File: config.mk
export PLATFORM = sky130hd
export DESIGN_NAME = ysyx_24090012_icache_param_flat
export DESIGN_NICKNAME = d
export VERILOG_FILES = /design/src/rtl/ysyx_24090012_icache_param_if.sv /design/src/rtl/ysyx_24090012_icache_param.sv /design/src/flat_wrapper.sv
export SDC_FILE = /design/constraint.sdc
export NUM_CORES = 1
export LEC_CHECK = 0
export CAP_MARGIN = 20
export CORE_MARGIN = 2
export CORE_UTILIZATION = 63
export DETAILED_ROUTE_END_ITERATION = 12
export PLACE_DENSITY = 0.88
export SLEW_MARGIN = 15
export SYNTH_ARGS = -nofsm -noshare
export SYNTH_HDL_FRONTEND = slang
export SYNTH_SLANG_ARGS = --single-unit
File: constraint.sdc
create_clock -name clock -period 22.3 [get_ports clock]
set_input_delay 2.23 -clock clock [delete_from_list [all_inputs] [get_ports clock]]
set_output_delay 2.23 -clock clock [all_outputs]
set_load 0.05 [all_outputs]
File: src/rtl/ysyx_24090012_icache_param_if.sv
// ysyx_24090012_icache_param_if: fetch request/response, AXI4 read channel and perf counters of the icache.
interface ysyx_24090012_icache_param_if;
  logic        req_valid, req_ready, kill, fence_i;
  logic [31:0] req_addr;
  logic        resp_valid, resp_ready, resp_err;
  logic [31:0] resp_inst, resp_pc;
  logic        arvalid, arready;
  logic [31:0] araddr;
  logic [3:0]  arid;
  logic [7:0]  arlen;
  logic [2:0]  arsize;
  logic [1:0]  arburst;
  logic        rvalid, rready, rlast;
  logic [31:0] rdata;
  logic [3:0]  rid;
  logic [1:0]  rresp;
  logic [31:0] hit_cnt, miss_cnt;
  modport master (
    input  req_valid, req_addr, kill, fence_i, resp_ready, arready, rvalid, rdata, rid, rresp, rlast,
    output req_ready, resp_valid, resp_inst, resp_pc, resp_err, arvalid, araddr, arid, arlen, arsize,
           arburst, rready, hit_cnt, miss_cnt
  );
  modport slave (
    output req_valid, req_addr, kill, fence_i, resp_ready, arready, rvalid, rdata, rid, rresp, rlast,
    input  req_ready, resp_valid, resp_inst, resp_pc, resp_err, arvalid, araddr, arid, arlen, arsize,
           arburst, rready, hit_cnt, miss_cnt
  );
endinterface

File: src/rtl/ysyx_24090012_icache_param.sv
// ysyx_24090012_icache_param: direct-mapped icache with AXI4 INCR line refill, fence.i, kill draining.
// Define ICACHE_PERF_EN to build the hit/miss counters; otherwise they read as 0.
module ysyx_24090012_icache_param #(
  parameter int          LINES    = 4,
  parameter int          WORDS    = 4,
  parameter logic [31:0] RESET_PC = 32'h3000_0000
) (
  input logic clock,
  input logic reset,
  ysyx_24090012_icache_param_if.master bus
);
  localparam int INDEX_BITS  = $clog2(LINES);
  localparam int WORD_BITS   = $clog2(WORDS);
  localparam int OFFSET_BITS = WORD_BITS + 2;
  localparam int TAG_BITS    = 32 - INDEX_BITS - OFFSET_BITS;
  typedef enum logic [2:0] {IDLE, LOOKUP, AR, R, RESP} state_t;
  state_t state, state_n;
  logic [TAG_BITS-1:0]   tags [LINES];
  logic [31:0]           data [LINES][WORDS];
  logic [31:0]           linebuf [WORDS];
  logic [LINES-1:0]      valid;
  logic [31:0]           pc_q;
  logic [3:0]            cur_id;
  logic [WORD_BITS-1:0]  beat_cnt;
  logic                  killed_q, err_q, fence_pend;
  logic [INDEX_BITS-1:0] idx;
  logic [TAG_BITS-1:0]   tag;
  logic [WORD_BITS-1:0]  woff;
  logic                  hit, beat_ok, install, miss, fence_now;
  assign idx       = pc_q[OFFSET_BITS +: INDEX_BITS];
  assign tag       = pc_q[31 -: TAG_BITS];
  assign woff      = pc_q[2 +: WORD_BITS];
  assign hit       = valid[idx] && tags[idx] == tag;
  assign miss      = state == LOOKUP && !bus.kill && !hit;
  assign beat_ok   = state == R && bus.rvalid && bus.rid == cur_id;
  assign install   = beat_ok && bus.rlast && !err_q && bus.rresp == 2'b00;
  // A fence seen mid-refill is deferred so it also wipes the line the refill installs.
  assign fence_now = (bus.fence_i && (state == IDLE || state == LOOKUP)) || (state == IDLE && fence_pend);
  always_comb begin
    state_n = state;
    case (state)
      IDLE:    state_n = bus.req_valid && bus.req_ready ? LOOKUP : IDLE;
      LOOKUP:  state_n = bus.kill ? IDLE : !hit ? AR : bus.resp_ready ? IDLE : LOOKUP;
      AR:      state_n = bus.arready ? R : AR;
      R:       state_n = beat_ok && bus.rlast ? (killed_q || bus.kill ? IDLE : RESP) : R;
      RESP:    state_n = bus.kill || bus.resp_ready ? IDLE : RESP;
      default: state_n = IDLE;
    endcase
    bus.req_ready  = state == IDLE && !bus.kill;
    bus.resp_valid = !bus.kill && ((state == LOOKUP && hit) || state == RESP);
    bus.resp_inst  = state == LOOKUP ? data[idx][woff] : state == RESP ? linebuf[woff] : 32'h0;
    bus.resp_pc    = pc_q;
    bus.resp_err   = state == RESP && err_q;
    bus.arvalid    = state == AR;
    bus.araddr     = {pc_q[31:OFFSET_BITS], {OFFSET_BITS{1'b0}}};
    bus.arid       = cur_id;
    bus.arlen      = 8'(WORDS - 1);
    bus.arsize     = 3'b010;
    bus.arburst    = 2'b01;
    bus.rready     = state == R;
  end
  always_ff @(posedge clock) begin
    if (reset) begin
      state      <= IDLE;
      valid      <= '0;
      cur_id     <= '0;
      beat_cnt   <= '0;
      killed_q   <= 1'b0;
      err_q      <= 1'b0;
      fence_pend <= 1'b0;
      pc_q       <= RESET_PC;
    end else begin
      state <= state_n;
      if (state == IDLE && bus.req_valid && bus.req_ready) pc_q <= bus.req_addr;
      if (miss) begin
        cur_id   <= cur_id + 4'd1;
        beat_cnt <= '0;
        killed_q <= 1'b0;
        err_q    <= 1'b0;
      end
      if ((state == AR || state == R) && bus.kill) killed_q <= 1'b1;
      if (state == R && bus.rvalid && bus.rresp != 2'b00) err_q <= 1'b1;
      if (beat_ok) beat_cnt <= beat_cnt + 1'b1;
      if (install) valid[idx] <= 1'b1;
      if (bus.fence_i && state != IDLE && state != LOOKUP) fence_pend <= 1'b1;
      if (fence_now) begin
        valid      <= '0;
        fence_pend <= 1'b0;
      end
    end
  end
  always_ff @(posedge clock) begin
    if (beat_ok) linebuf[beat_cnt] <= bus.rdata;
    if (install) begin
      tags[idx] <= tag;
      for (int w = 0; w < WORDS; w++) data[idx][w] <= WORD_BITS'(w) == beat_cnt ? bus.rdata : linebuf[w];
    end
  end
`ifdef ICACHE_PERF_EN
  logic [31:0] hit_q, miss_q;
  always_ff @(posedge clock) begin
    if (reset) begin
      hit_q  <= '0;
      miss_q <= '0;
    end else if (state == LOOKUP && !bus.kill) begin
      hit_q  <= hit_q + 32'(hit && bus.resp_ready);
      miss_q <= miss_q + 32'(!hit);
    end
  end
  assign bus.hit_cnt  = hit_q;
  assign bus.miss_cnt = miss_q;
`else
  assign bus.hit_cnt  = '0;
  assign bus.miss_cnt = '0;
`endif
endmodule

File: src/flat_wrapper.sv
// flat-port wrapper written by rule: the top's interface ports become plain ports
module ysyx_24090012_icache_param_flat 
#(
  parameter int          LINES    = 4,
  parameter int          WORDS    = 4,
  parameter logic [31:0] RESET_PC = 32'h3000_0000
)
  (clock, reset, bus_req_valid, bus_req_addr, bus_kill, bus_fence_i, bus_resp_ready, bus_arready, bus_rvalid, bus_rdata, bus_rid, bus_rresp, bus_rlast, bus_req_ready, bus_resp_valid, bus_resp_inst, bus_resp_pc, bus_resp_err, bus_arvalid, bus_araddr, bus_arid, bus_arlen, bus_arsize, bus_arburst, bus_rready, bus_hit_cnt, bus_miss_cnt);
  ysyx_24090012_icache_param_if bus_i ();
  input logic clock;
  input logic reset;
  input wire logic [$bits(bus_i.req_valid)-1:0] bus_req_valid;
  input wire logic [$bits(bus_i.req_addr)-1:0] bus_req_addr;
  input wire logic [$bits(bus_i.kill)-1:0] bus_kill;
  input wire logic [$bits(bus_i.fence_i)-1:0] bus_fence_i;
  input wire logic [$bits(bus_i.resp_ready)-1:0] bus_resp_ready;
  input wire logic [$bits(bus_i.arready)-1:0] bus_arready;
  input wire logic [$bits(bus_i.rvalid)-1:0] bus_rvalid;
  input wire logic [$bits(bus_i.rdata)-1:0] bus_rdata;
  input wire logic [$bits(bus_i.rid)-1:0] bus_rid;
  input wire logic [$bits(bus_i.rresp)-1:0] bus_rresp;
  input wire logic [$bits(bus_i.rlast)-1:0] bus_rlast;
  output wire logic [$bits(bus_i.req_ready)-1:0] bus_req_ready;
  output wire logic [$bits(bus_i.resp_valid)-1:0] bus_resp_valid;
  output wire logic [$bits(bus_i.resp_inst)-1:0] bus_resp_inst;
  output wire logic [$bits(bus_i.resp_pc)-1:0] bus_resp_pc;
  output wire logic [$bits(bus_i.resp_err)-1:0] bus_resp_err;
  output wire logic [$bits(bus_i.arvalid)-1:0] bus_arvalid;
  output wire logic [$bits(bus_i.araddr)-1:0] bus_araddr;
  output wire logic [$bits(bus_i.arid)-1:0] bus_arid;
  output wire logic [$bits(bus_i.arlen)-1:0] bus_arlen;
  output wire logic [$bits(bus_i.arsize)-1:0] bus_arsize;
  output wire logic [$bits(bus_i.arburst)-1:0] bus_arburst;
  output wire logic [$bits(bus_i.rready)-1:0] bus_rready;
  output wire logic [$bits(bus_i.hit_cnt)-1:0] bus_hit_cnt;
  output wire logic [$bits(bus_i.miss_cnt)-1:0] bus_miss_cnt;
  assign bus_i.req_valid = bus_req_valid;
  assign bus_i.req_addr = bus_req_addr;
  assign bus_i.kill = bus_kill;
  assign bus_i.fence_i = bus_fence_i;
  assign bus_i.resp_ready = bus_resp_ready;
  assign bus_i.arready = bus_arready;
  assign bus_i.rvalid = bus_rvalid;
  assign bus_i.rdata = bus_rdata;
  assign bus_i.rid = bus_rid;
  assign bus_i.rresp = bus_rresp;
  assign bus_i.rlast = bus_rlast;
  assign bus_req_ready = bus_i.req_ready;
  assign bus_resp_valid = bus_i.resp_valid;
  assign bus_resp_inst = bus_i.resp_inst;
  assign bus_resp_pc = bus_i.resp_pc;
  assign bus_resp_err = bus_i.resp_err;
  assign bus_arvalid = bus_i.arvalid;
  assign bus_araddr = bus_i.araddr;
  assign bus_arid = bus_i.arid;
  assign bus_arlen = bus_i.arlen;
  assign bus_arsize = bus_i.arsize;
  assign bus_arburst = bus_i.arburst;
  assign bus_rready = bus_i.rready;
  assign bus_hit_cnt = bus_i.hit_cnt;
  assign bus_miss_cnt = bus_i.miss_cnt;
  ysyx_24090012_icache_param #(.LINES(LINES), .WORDS(WORDS), .RESET_PC(RESET_PC)) u_core (.clock(clock), .reset(reset), .bus(bus_i));
endmodule
* Word-level counts from Yosys, hierarchy flattened *
Memories as Yosys holds them, arrays and structs flattened. A register that Yosys moved wholly into a read port is not among the register bits.
Index checks and enable logic that the tools add are counted.

word-level totals
  bits in latches = 0
  bits in writable memories = 744
  output and inout bits = 182
  logic and storage cells = 105
  bits in read-only memories = 0
  register bits = 48
  memories kept = 3
  input port bits = 79

memory list
  name            depth  bits a word  rd ports  clocked after memory_dff  write ports  RTL line                          source
  u_core.data     4      128          1         1                         1            ysyx_24090012_icache_param.sv:19  logic [31:0] data [LINES][WORDS];
  u_core.linebuf  4      32           5         1                         1            ysyx_24090012_icache_param.sv:20  logic [31:0] linebuf [WORDS];
  u_core.tags     4      26           1         1                         1            ysyx_24090012_icache_param.sv:18  logic [TAG_BITS-1:0] tags [LINES];

cells by class
  div/mod/pow operators = 0
  reduce and logical (&&, ||, !) cells = 40
  add/subtract/negate cells = 2
  magnitude comparators = 3
  bitwise logic cells = 2
  mux-type cells = 37
  equality and inequality tests = 10
  shift-type cells = 0
  $mul = 0

operators with widths
  cell                                                                  count
  32-bit two-way mux                                                    8
  32-bit binary-select mux with 2-bit select                            1
  26-bit == test                                                        1
  1-bit logical AND                                                     22
  2-bit two-way mux                                                     8
  3-bit two-way mux                                                     5
  3-bit case mux with 5 select lines                                    1
  1-bit two-way mux                                                     12
  2-bit nonzero test                                                    4
  3-bit by 2-bit == test with 1-bit output, second input constant       2
  1-bit logical OR                                                      6
  4-bit by 1-bit adder with 4-bit output, second input constant         1
  2-bit == test, first input constant                                   2
  4-bit == test                                                         1
  2-bit zero test                                                       2
  4-bit bitwise OR                                                      1
  3-bit by 1-bit == test with 1-bit output, second input constant       1
  3-bit == test, second input constant                                  1
  3-bit greater-or-equal comparator, second input constant              1
  1-bit zero test                                                       3
  3-bit zero test                                                       1
  2-bit by 3-bit < comparator with 1-bit output, second input constant  1
  3-bit by 1-bit != test with 1-bit output, second input constant       1
  2-bit NOT with 3-bit output                                           1
  other kinds (7)                                                       7

* Longest topological paths before layout *
Gate-level depths: netlist (run 1).

  word-level depth = 8
  gate-level depth with buffers = 11
  gate-level depth less buffers = 7

* Worst setup path before layout (run 1) *
Ideal clock, no wire load.

  kind = input-to-reg
  from = input port bus_rid[0]
  to = memory u_core.data[0][0] (netlist bit) (enable)
  setup time = 858 ps
  path slack = 7,607 ps
  arrival = 13,835 ps
  buffers on the path = 0
  stages = 6
  path through = xnor2_1 > nand4_1 > nor2_1 > nand2_1 > or4_1 > nor3_1

between the ends
  longest elaborated chain between the ends = 7

RTL lines
  what                             RTL line                          source
  start: declaration               flat_wrapper.sv:20                input wire logic [$bits(bus_i.rid)-1:0] bus_rid;
  4-bit == test                    ysyx_24090012_icache_param.sv:35  assign beat_ok = state == R && bus.rvalid && bus.rid == cur_id;
  1-bit logical AND                ysyx_24090012_icache_param.sv:35
  1-bit logical AND (3 in series)  ysyx_24090012_icache_param.sv:36  assign install = beat_ok && bus.rlast && !err_q && bus.rresp == 2'b00;
  1-bit two-way mux                ysyx_24090012_icache_param.sv:94  if (install) begin
  1-bit two-way mux                ysyx_24090012_icache_param.sv:96  for (int w = 0; w < WORDS; w++) data[idx][w] <= WORD_BITS'(w) == beat_cnt ? bus.rdata : linebuf[w];
  end: declaration                 ysyx_24090012_icache_param.sv:19

Every way passes these cells.

==> run summary, run 1 <==
Row count: 83
Die Area: 54,200 um^2
Placed inst area: 34,900 um^2
Worst setup EP type: primary output
Setup TNS: 0 ps
CORE AREA: 51,500 um^2
DR vias/cell: 6.59
Post-CTS setup buffer count: 0
F_max: 0.124 GHz
Critical path launch point type: register
Via count: 17,300
Yosys reg bits: 796
Share of cells above drive strength 1: 25.9%
Most used flip-flop cell after synthesis: edfxtp_1
Die Height: 233 um
Min-delay worst type: register to register
RSZ-0062 raised after global routing: no
Worst stage delay on the critical path: 870 ps
Mapped cell area: 33,000 um^2
GPL Wtd Cong: 0.811
Final Slew Violations: 0
P per Cell Area: 84.7 nW/um^2
Final Util: 73.0%
Initial DRC count: 1,872
Crit Path Class: register to primary output
Data arrival, critical path: 5840 ps
Hpwl dp: 36,800 um
Final Hold Fails: 0
DRT antenna net count: 0
DRC viols: 0
CP dominant cell by count: buf_4
All-Layer GR Usage: 29.1%
Buffers and inverters on the worst path: 3
CTS tree: done
WP data required: 20,070 ps
Clock Latency Late Sink: 620 ps
Vias in the first global route: 17,800
Hold Path Depth: 2
Num CTS Buffers: 78
Htree depth: 3
Initial Utilization: 64.0%
Post-CTS sizing: 0
DR WL/cell: 29.5 um
Rel. slew slack: 15.0%
Number of top-level pins: 261
FF-to-FF path depth: 9
Design Area, Final: 37,600 um^2
Clock buffer depth: 3
Final min period: 8070 ps
CP max stage cell: dfxtp_4
Tcrit/Tclk final: 36.2%
CTS Hold Bufs: 0
Mean post-synth cell area: 19.2 um^2
Worst Max-Slew Pin Slew: 1270 ps
Die X: 233 um
Filler cells: 2,682
Initial DRT Pass Iterations: 5
Endpoints failing setup: 0
Syn. warnings: 0
Area delta synth->final: 14.0%
WP depth: 9
Synthesized instance count: 1,719
Critical path cell sequence: buf_4, buf_4, mux2_4, a21boi_0, a221oi_1, nor4_1, nand4b_1, o22ai_1, clkdlybuf4s50_1
Final Skew: 33.5 ps
Number of flops mapped to enable cells by yosys: 744
Pin count of the biggest net entering global routing: 156
Grt total ovfl: 0
Initial antenna violation count: 3
First-pass GRT wire length: 115,000 um
Worst-path clk slew: 60 ps
CTS sink cnt: 796
Nets@finish: 1,967
Root buf cell: clkbuf_16
Buffers on Ports: 179
Outcome: complete, no violations
PnR Total Power: 3180 uW
Share of async-settable or async-resettable flops after synthesis: 0%
VDD IR max: 0.0000658 V
Synth unique cells: 57
Largest delay share family, worst path: buffers and inverters
Sequential element share of the synthesized area: 70.9%
Post-Route WL: 77,400 um
Max Cap Viol: 0
Leak: 0.0119 uW
Worst Path Max Fanout: 60
[area by class of cell]
type                            count  area (um^2)  share of cell area [%]
Antenna cell                        3         7.51                  0.0200
Sequential cell                   796        23400                    62.3
Clock inverter                     51          567                    1.51
Inverter                           77          289                   0.769
Clock buffer                       90         2070                    5.51
Multi-Input combinational cell    729         8380                    22.3
Tap cell                          680          851                    2.26
Timing Repair Buffer              201         2020                    5.37
[report_power, final]
part	internal (uW)	total, uW	leakage [uW]	switching (uW)
sequential	1620	1640	0.00706	14.9
combinational	71.9	190	0.00351	119
clock	806	1350	0.00130	549
[stage by stage]
step                      worst slack (ps)  cells  hold slack, ps
after floorplan                       7610   1798             428
after global placement               14940   2483             437
after detailed placement             14940   2483             449
after CTS                            14260   2624             458
after global routing                 14030   2625             485
final                                14230   2627             463
[registers in the layout, indices dropped and copies added, names as in the netlist, named ones only]
signal and cells:
u_core.bus.arid 4, u_core.valid 4, u_core.bus.resp_pc 32, u_core.fence_pend 1
u_core.tags 104, u_core.data 512, u_core.linebuf 128, u_core.state 3
u_core.err_q 1, u_core.killed_q 1, u_core.beat_cnt 2
[layer usage]
layer | vias up | track usage, % | part of all wire [%]
met5 | - | 0 | 0.021
met4 | 2 | 13.0 | 3.8
met3 | 199 | 4.69 | 8.4
met2 | 1160 | 49.5 | 52
met1 | 8946 | 37.5 | 36
li1 | 7001 | - | -
[Yosys cell counts (2+ instances only)]
master     number  area (um^2)
edfxtp_1      744        22300
mux4_2        205         4620
mux2_2        133         1500
buf_4         113          848
inv_1          77          289
nand2_1        73          274
clkbuf_1       57          214
dfxtp_1        52         1040
a21oi_1        42          210
o22ai_1        36          225
mux2i_1        23          230
xnor2_1        17          149
nor2_1         16         60.1
buf_2          12         60.1
nand3_1         9         45.0
nor3_1          9         45.0
and2_1          7         43.8
buf_6           7         78.8
nand2b_1        7         43.8
o21a_1          7         52.6
xor2_1          6         52.6
buf_1           5         18.8
ha_1            5         62.6
a2bb2oi_1       4         35.0
o21ai_0         4         20.0
or4_1           4         30.0
a221oi_1        3         26.3
nand4_1         3         18.8
or2_2           3         18.8
a211oi_1        2         15.0
a21o_1          2         15.0
a311oi_1        2         17.5
a32oi_1         2         17.5
conb_1          2         7.51
nor4_1          2         12.5
nor4bb_1        2         20.0
o31ai_1         2         15.0
[placed cells by master (no fill, tap or decap), types with 8 or more instances in the layout]
| master | count |
|---|---|
| nand3_1 | 9 |
| clkinv_1 | 16 |
| nor2_1 | 16 |
| conb_1 | 81 |
| mux4_2 | 205 |
| o22ai_1 | 36 |
| mux2_2 | 133 |
| edfxtp_1 | 744 |
| xnor2_1 | 17 |
| bufinv_16 | 12 |
| inv_1 | 77 |
| clkbuf_16 | 81 |
| nand2_1 | 70 |
| clkdlybuf4s50_1 | 179 |
| buf_4 | 17 |
| a21oi_1 | 42 |
| clkinv_2 | 16 |
| clkbuf_1 | 8 |
| dfxtp_1 | 46 |
| mux2i_1 | 23 |
[cells by family (layout without fill, tap and decap cells)]
kind of cell	Yosys count	after routing	synth area share [%]
other cells	2	84	0.0228
fa+ha+maj	5	5	0.190
simple gates	142	142	2.02
mux	362	362	19.3
buf+inv	273	419	4.68
xor+xnor	23	23	0.611
flops	796	796	70.9
compound gates	116	116	2.25
[worst register-to-register path, delay by kind of cell (launching register included)]
family | cells | cell delay [ps]
DFF | 1 | 870
AOI/OAI and AO/OA | 3 | 680
muxes | 1 | 390
buffers and inverters | 2 | 1750
and+or+nand+nor | 3 | 980
[final timing paths]
kind | startpoint | endpoint | slack, ps
setup reg to reg | register | u_core.bus.arid[3]$_SDFFE_PP0P_ | 17550
hold reg to reg | u_core.bus.resp_pc[1]$_SDFFE_PP0P_ | u_core.bus.resp_pc[1]$_SDFFE_PP0P_ | 460
setup / recovery | register | bus_resp_valid | 14230
hold / removal | u_core.bus.resp_pc[1]$_SDFFE_PP0P_ | u_core.bus.resp_pc[1]$_SDFFE_PP0P_ | 460
Power figures use the tool's default switching activity.
==> inputs of run 2 (changes only) <==
Settings changed: CORE_UTILIZATION 63 to 58, PLACE_DENSITY 0.88 to 0.82.
Clock period 22.3 ns to 8.3 ns, I/O delays scaled along.
==> run 2 against run 1 <==
Against the previous run: register-to-register slack worse by 13000 ps; worst hold slack got worse by 7.2 ps; power rose to 2.7 times the previous value; final cell count grew 2.9%; die area up 8.5%; non-clock buffer count increased by 3; largest cell class unchanged; critical path type unchanged; combinational power rose to 2.7 times the previous value; via count is 2.5% lower; final area up 0.33%; critical path depth is 1 lower; highest routed layer unchanged; clock skew decreased by 6.0 ps; largest power group unchanged; clock power rose to 2.7 times the previous value.
==> run summary, run 2 (same netlist as run 1, synthesis figures left out) <==
CP max stage cell: buf_4
GPL Wtd Cong: 0.804
Grt total ovfl: 0
Initial antenna violation count: 5
CTS tree: done
Tcrit/Tclk final: 69.4%
VDD IR max: 0.000163 V
Register area: 23,400 um^2
Final setup margin: 2540 ps
Data arrival, critical path: 4930 ps
Leak: 0.0119 uW
Rel. slew slack: 28.6%
Worst Max-Slew Pin Slew: 1070 ps
First-pass GRT wire length: 109,000 um
Num CTS Buffers: 78
Hpwl dp: 35,700 um
Crit Path Class: register to primary output
Share of cells above drive strength 1: 26.0%
Final Util: 67.0%
Buffers on Ports: 179
Worst stage delay on the critical path: 880 ps
Post-CTS sizing: 0
Hold slack: 456 ps
Critical path launch point type: register
All-Layer GR Usage: 24.8%
Hold path startpoint: u_core.fence_pend$_SDFFE_PP0P_
Via count: 16,900
Die Height: 242 um
DR vias/cell: 6.25
Initial DRT Pass Iterations: 5
Initial DRC count: 1,702
Area delta synth->final: 14.4%
F_max: 0.174 GHz
DRT antenna net count: 0
Final Slew Violations: 0
Post-Route WL: 72,400 um
Max FFs per register: 512
RSZ-0062 raised after global routing: no
Clock buffer depth: 3
Worst setup EP type: primary output
Final Hold Fails: 0
Worst setup path end: bus_resp_valid
Post-CTS setup buffer count: 0
Biggest register: u_core.data
Row count: 87
Worst Path Max Fanout: 68
CP dominant cell by count: nor4bb_1
DR WL/cell: 26.8 um
Number of top-level pins: 261
DRC viols: 0
CTS Hold Bufs: 0
Initial Utilization: 58.6%
FF-to-FF setup slack: 4420 ps
Dpl ws: 3220 ps
CORE AREA: 56,300 um^2
Pin count of the biggest net entering global routing: 156
Placed Cells: 2,562
R2r endpoint: u_core.data[0][110]$_DFFE_PP_
Die Area: 58,800 um^2
Finished Layout Cells: 2,703
FF-to-FF path depth: 7
Highest-count cells in the layout ignoring fill and taps: edfxtp_1, mux4_2, clkdlybuf4s50_1, mux2_2, clkbuf_16
Die X: 242 um
Nets@finish: 1,970
P per Cell Area: 226 nW/um^2
Clock Latency Late Sink: 630 ps
Multi-input logic area: 8400 um^2
Largest registers: u_core.data: 512 flops, u_core.linebuf: 128 flops, u_core.tags: 104 flops
Final min period: 5760 ps
Vias in the first global route: 17,600
Min-delay worst type: register to register
Root buf cell: clkbuf_16
Max Cap Viol: 0
Endpoints failing setup: 0
Outcome: complete, no violations
PnR Total Power: 8510 uW
Final Skew: 27.5 ps
WP data required: 7470 ps
Critical path cell sequence: buf_4, mux2_2, a2bb2oi_1, nor4bb_1, nor4bb_1, nand4b_1, o22ai_1, clkdlybuf4s50_1
Worst-path clk slew: 60 ps
R2r startpoint: u_core.state[1]$_SDFF_PP0_
Commonest non-fill, non-tap cell in the layout: edfxtp_1
Filler cells: 3,430
CTS sink cnt: 796
Htree depth: 3
[run 2: cell types whose count changed in the layout (fill, tap and decap cells not counted), sizes merged]
cell / before / now
diode: 3 / 2
clkbuf: 90 / 95
clkinv: 34 / 25
bufinv: 12 / 9
buf: 22 / 25
inv: 80 / 85
[run 2: area by class of cell]
| cell class | count | share of cell area [%] |
|---|---|---|
| inverters | 77 | 0.767 |
| clock buffers | 95 | 5.68 |
| diodes | 2 | 0.0133 |
| flip-flops and latches | 796 | 62.1 |
| repair buffers | 204 | 5.44 |
| clock inverters | 44 | 1.26 |
| well taps | 756 | 2.51 |
| multi-input cells | 729 | 22.3 |
[run 2: worst max-delay path, delay by kind of cell, from the launching register on]
| kind | cells | cell delay, ps |
|---|---|---|
| buffers and inverters | 2 | 1720 |
| AND/OR/NAND/NOR | 3 | 970 |
| flip-flops | 1 | 750 |
| AO/OA/AOI/OAI | 2 | 450 |
| multiplexers | 1 | 350 |
[run 2: worst min path at each step]
stage                                                 to  slack (ps)  depth (start not counted)
after floorplan           u_core.fence_pend$_SDFFE_PP0P_         430                          1
final                     u_core.fence_pend$_SDFFE_PP0P_         460                          1
after CTS                 u_core.fence_pend$_SDFFE_PP0P_         460                          1
after detailed placement  u_core.fence_pend$_SDFFE_PP0P_         440                          1
after global placement    u_core.fence_pend$_SDFFE_PP0P_         440                          1
after global routing      u_core.fence_pend$_SDFFE_PP0P_         480                          1
[run 2: where the power goes]
group | total (uW) | switching, uW | internal [uW] | leakage (uW)
Clock | 3610 | 1480 | 2130 | 0.00129
Combinational | 515 | 321 | 194 | 0.00354
Sequential | 4390 | 34.0 | 4360 | 0.00706
Total | 8510 | 1840 | 6680 | 0.0119
[run 2: metal layers]
layer  GRT usage [%]  vias to the layer above  wire, um
met5               0                        -        38
met4            9.31                        6      2410
met3            4.22                      182      5380
met2            42.4                      896     37200
met1            32.2                     8791     27400
li1                -                     7007         -
[run 2: stage by stage]
step	instance area (um^2)	TNS, ps
floorplan	33300	-177470
global placement	35100	0
detailed placement	35100	0
CTS	37700	0
global route	37700	0
finish	37700	0
==> inputs of run 3 (changes only) <==
Settings changed: CORE_UTILIZATION 58 to 53, PLACE_DENSITY 0.82 to 0.79.
Clock period 8.3 ns to 4.9 ns, I/O delays scaled along.
==> run 3 against run 2 <==
Against the previous run: first-iteration DRC count up 1.5%; critical path type unchanged; via count down 0.85%; largest cell class unchanged; routed wire length about the same; largest power group unchanged.
==> run summary, run 3 (same netlist as run 1, synthesis figures left out) <==
Setup TNS: 0 ps
Worst Hold Path EP: u_core.bus.resp_pc[14]$_SDFFE_PP0P_
Finished Layout Cells: 2,825
CORE AREA: 61,600 um^2
Filler cells: 4,127
Die Area: 64,200 um^2
Tcrit/Tclk final: 94.8%
Critical path launch point type: register
Worst Max-Slew Pin Slew: 1010 ps
Post-Route WL: 72,500 um
Hold slack: 415 ps
CTS sink cnt: 796
Worst Path Max Fanout: 99
DRT antenna net count: 0
Worst setup EP type: primary output
Rel. slew slack: 32.5%
Largest registers: u_core.data: 512 flops, u_core.linebuf: 128 flops, u_core.tags: 104 flops
CP dominant cell by count: mux4_2
Pin count of the biggest net entering global routing: 100
Max FFs per register: 512
Row count: 91
Register area: 23,400 um^2
DR vias/cell: 5.92
VDD IR max: 0.000260 V
Biggest register: u_core.data
Commonest non-fill, non-tap cell in the layout: edfxtp_1
Outcome: complete, no violations
Buffers on Ports: 179
Via count: 16,700
Data arrival, critical path: 4150 ps
R2r endpoint: u_core.data[1][121]$_DFFE_PP_
Initial antenna violation count: 1
Hold Path Depth: 3
Die X: 253 um
Hold path startpoint: bus_req_addr[14]
Final min period: 4640 ps
Highest-count cells in the layout ignoring fill and taps: edfxtp_1, mux4_2, clkdlybuf4s50_1, mux2_2, clkbuf_16
FF-to-FF setup slack: 1580 ps
Area delta synth->final: 15.8%
Largest delay share family, worst path: buffers and inverters
Clock Latency Late Sink: 630 ps
Worst-path clk slew: 60 ps
Buffers and inverters on the worst path: 3
Htree depth: 3
Number of top-level pins: 261
Die Height: 253 um
Initial DRC count: 1,727
R2r startpoint: u_core.state[1]$_SDFF_PP0_
Final Slew Violations: 0
FF-to-FF path depth: 7
Hpwl dp: 40,500 um
GPL Wtd Cong: 0.776
RSZ-0062 raised after global routing: no
Final Hold Fails: 0
Worst stage delay on the critical path: 800 ps
First-pass GRT wire length: 108,000 um
Critical path cell sequence: buf_12, mux4_2, mux4_2, inv_1, o22ai_1, clkdlybuf4s50_1
Endpoints failing setup: 0
Leak: 0.0121 uW
Min-delay worst type: input port to register
CTS Hold Bufs: 0
P per Cell Area: 369 nW/um^2
Crit Path Class: register to primary output
Clock buffer depth: 3
Num CTS Buffers: 80
Placed Cells: 2,672
Initial Utilization: 53.5%
PnR Total Power: 14,100 uW
CP max stage cell: clkdlybuf4s50_1
CTS tree: done
Final Skew: 22.5 ps
Initial DRT Pass Iterations: 7
Root buf cell: clkbuf_16
Nets@finish: 2,004
Vias in the first global route: 17,500
F_max: 0.215 GHz
All-Layer GR Usage: 23.0%
DR WL/cell: 25.7 um
Multi-input logic area: 8450 um^2
WP data required: 4410 ps
Share of cells above drive strength 1: 27.5%
Max Cap Viol: 0
Ant. Diodes: 0
DRC viols: 0
Grt total ovfl: 0
-- run 3: cell types whose count changed in the layout (fill, tap and decap cells not counted), sizes merged --
cell	change
buf	+32
bufinv	-7
clkbuf	+8
clkinv	+12
clkinvlp	+4
diode	-2
inv	-6
-- run 3: repair_timing --
item | CTS | global route
endpoints found under the setup margin | 1 | 1
gates resized for setup | 1 | 2
buffers inserted | 0 | 1
-- run 3: final cells by class --
| type | count | share of cell area (%) |
|---|---|---|
| clock inverter | 47 | 0.882 |
| clock buffer | 103 | 5.69 |
| multi-input combinational | 729 | 22.1 |
| timing repair buffer | 236 | 6.43 |
| sequential | 796 | 61.4 |
| inverter | 77 | 0.757 |
| tap | 837 | 2.74 |
-- run 3: worst max-delay path by stage --
stage,startpoint,end,slack [ps],depth (start not counted)
2_1_floorplan,bus_rid[0],u_core.data[0][0]$_DFFE_PP_,-810,6
3_3_place_gp,register,bus_resp_valid,710,8
3_5_place_dp,register,bus_resp_valid,760,8
4_1_cts,register,bus_resp_inst[26],140,6
5_1_grt,register,bus_resp_valid,8,8
6_report,register,bus_resp_inst[26],260,6
-- run 3: report_power, final --
group	internal, uW	switching, uW	total, uW
Combinational	335	537	872
Clock	3260	2510	5770
Sequential	7380	64.6	7450
-- run 3: worst min-delay path, stage by stage --
cell and delay (ps):
clkdlybuf4s50_1 400, nand2_1 60, a21oi_1 50
-- run 3: stage by stage --
stage,setup WS [ps],instance area [um^2],utilization [%]
after floorplan,-810,33400,-
after global placement,711,35600,57.7
after detailed placement,761,35600,57.8
after CTS,136,38100,61.8
after global routing,8.08,38200,61.9
final,256,38200,61.9
-- run 3: routing by layer --
metal	track usage (%)	up-vias	share of wire, %
met2	39.5	729	52
met1	29.8	8787	38
met3	3.53	143	6.9
met4	8.57	2	2.8
li1	-	7077	-
met5	0	-	0.021
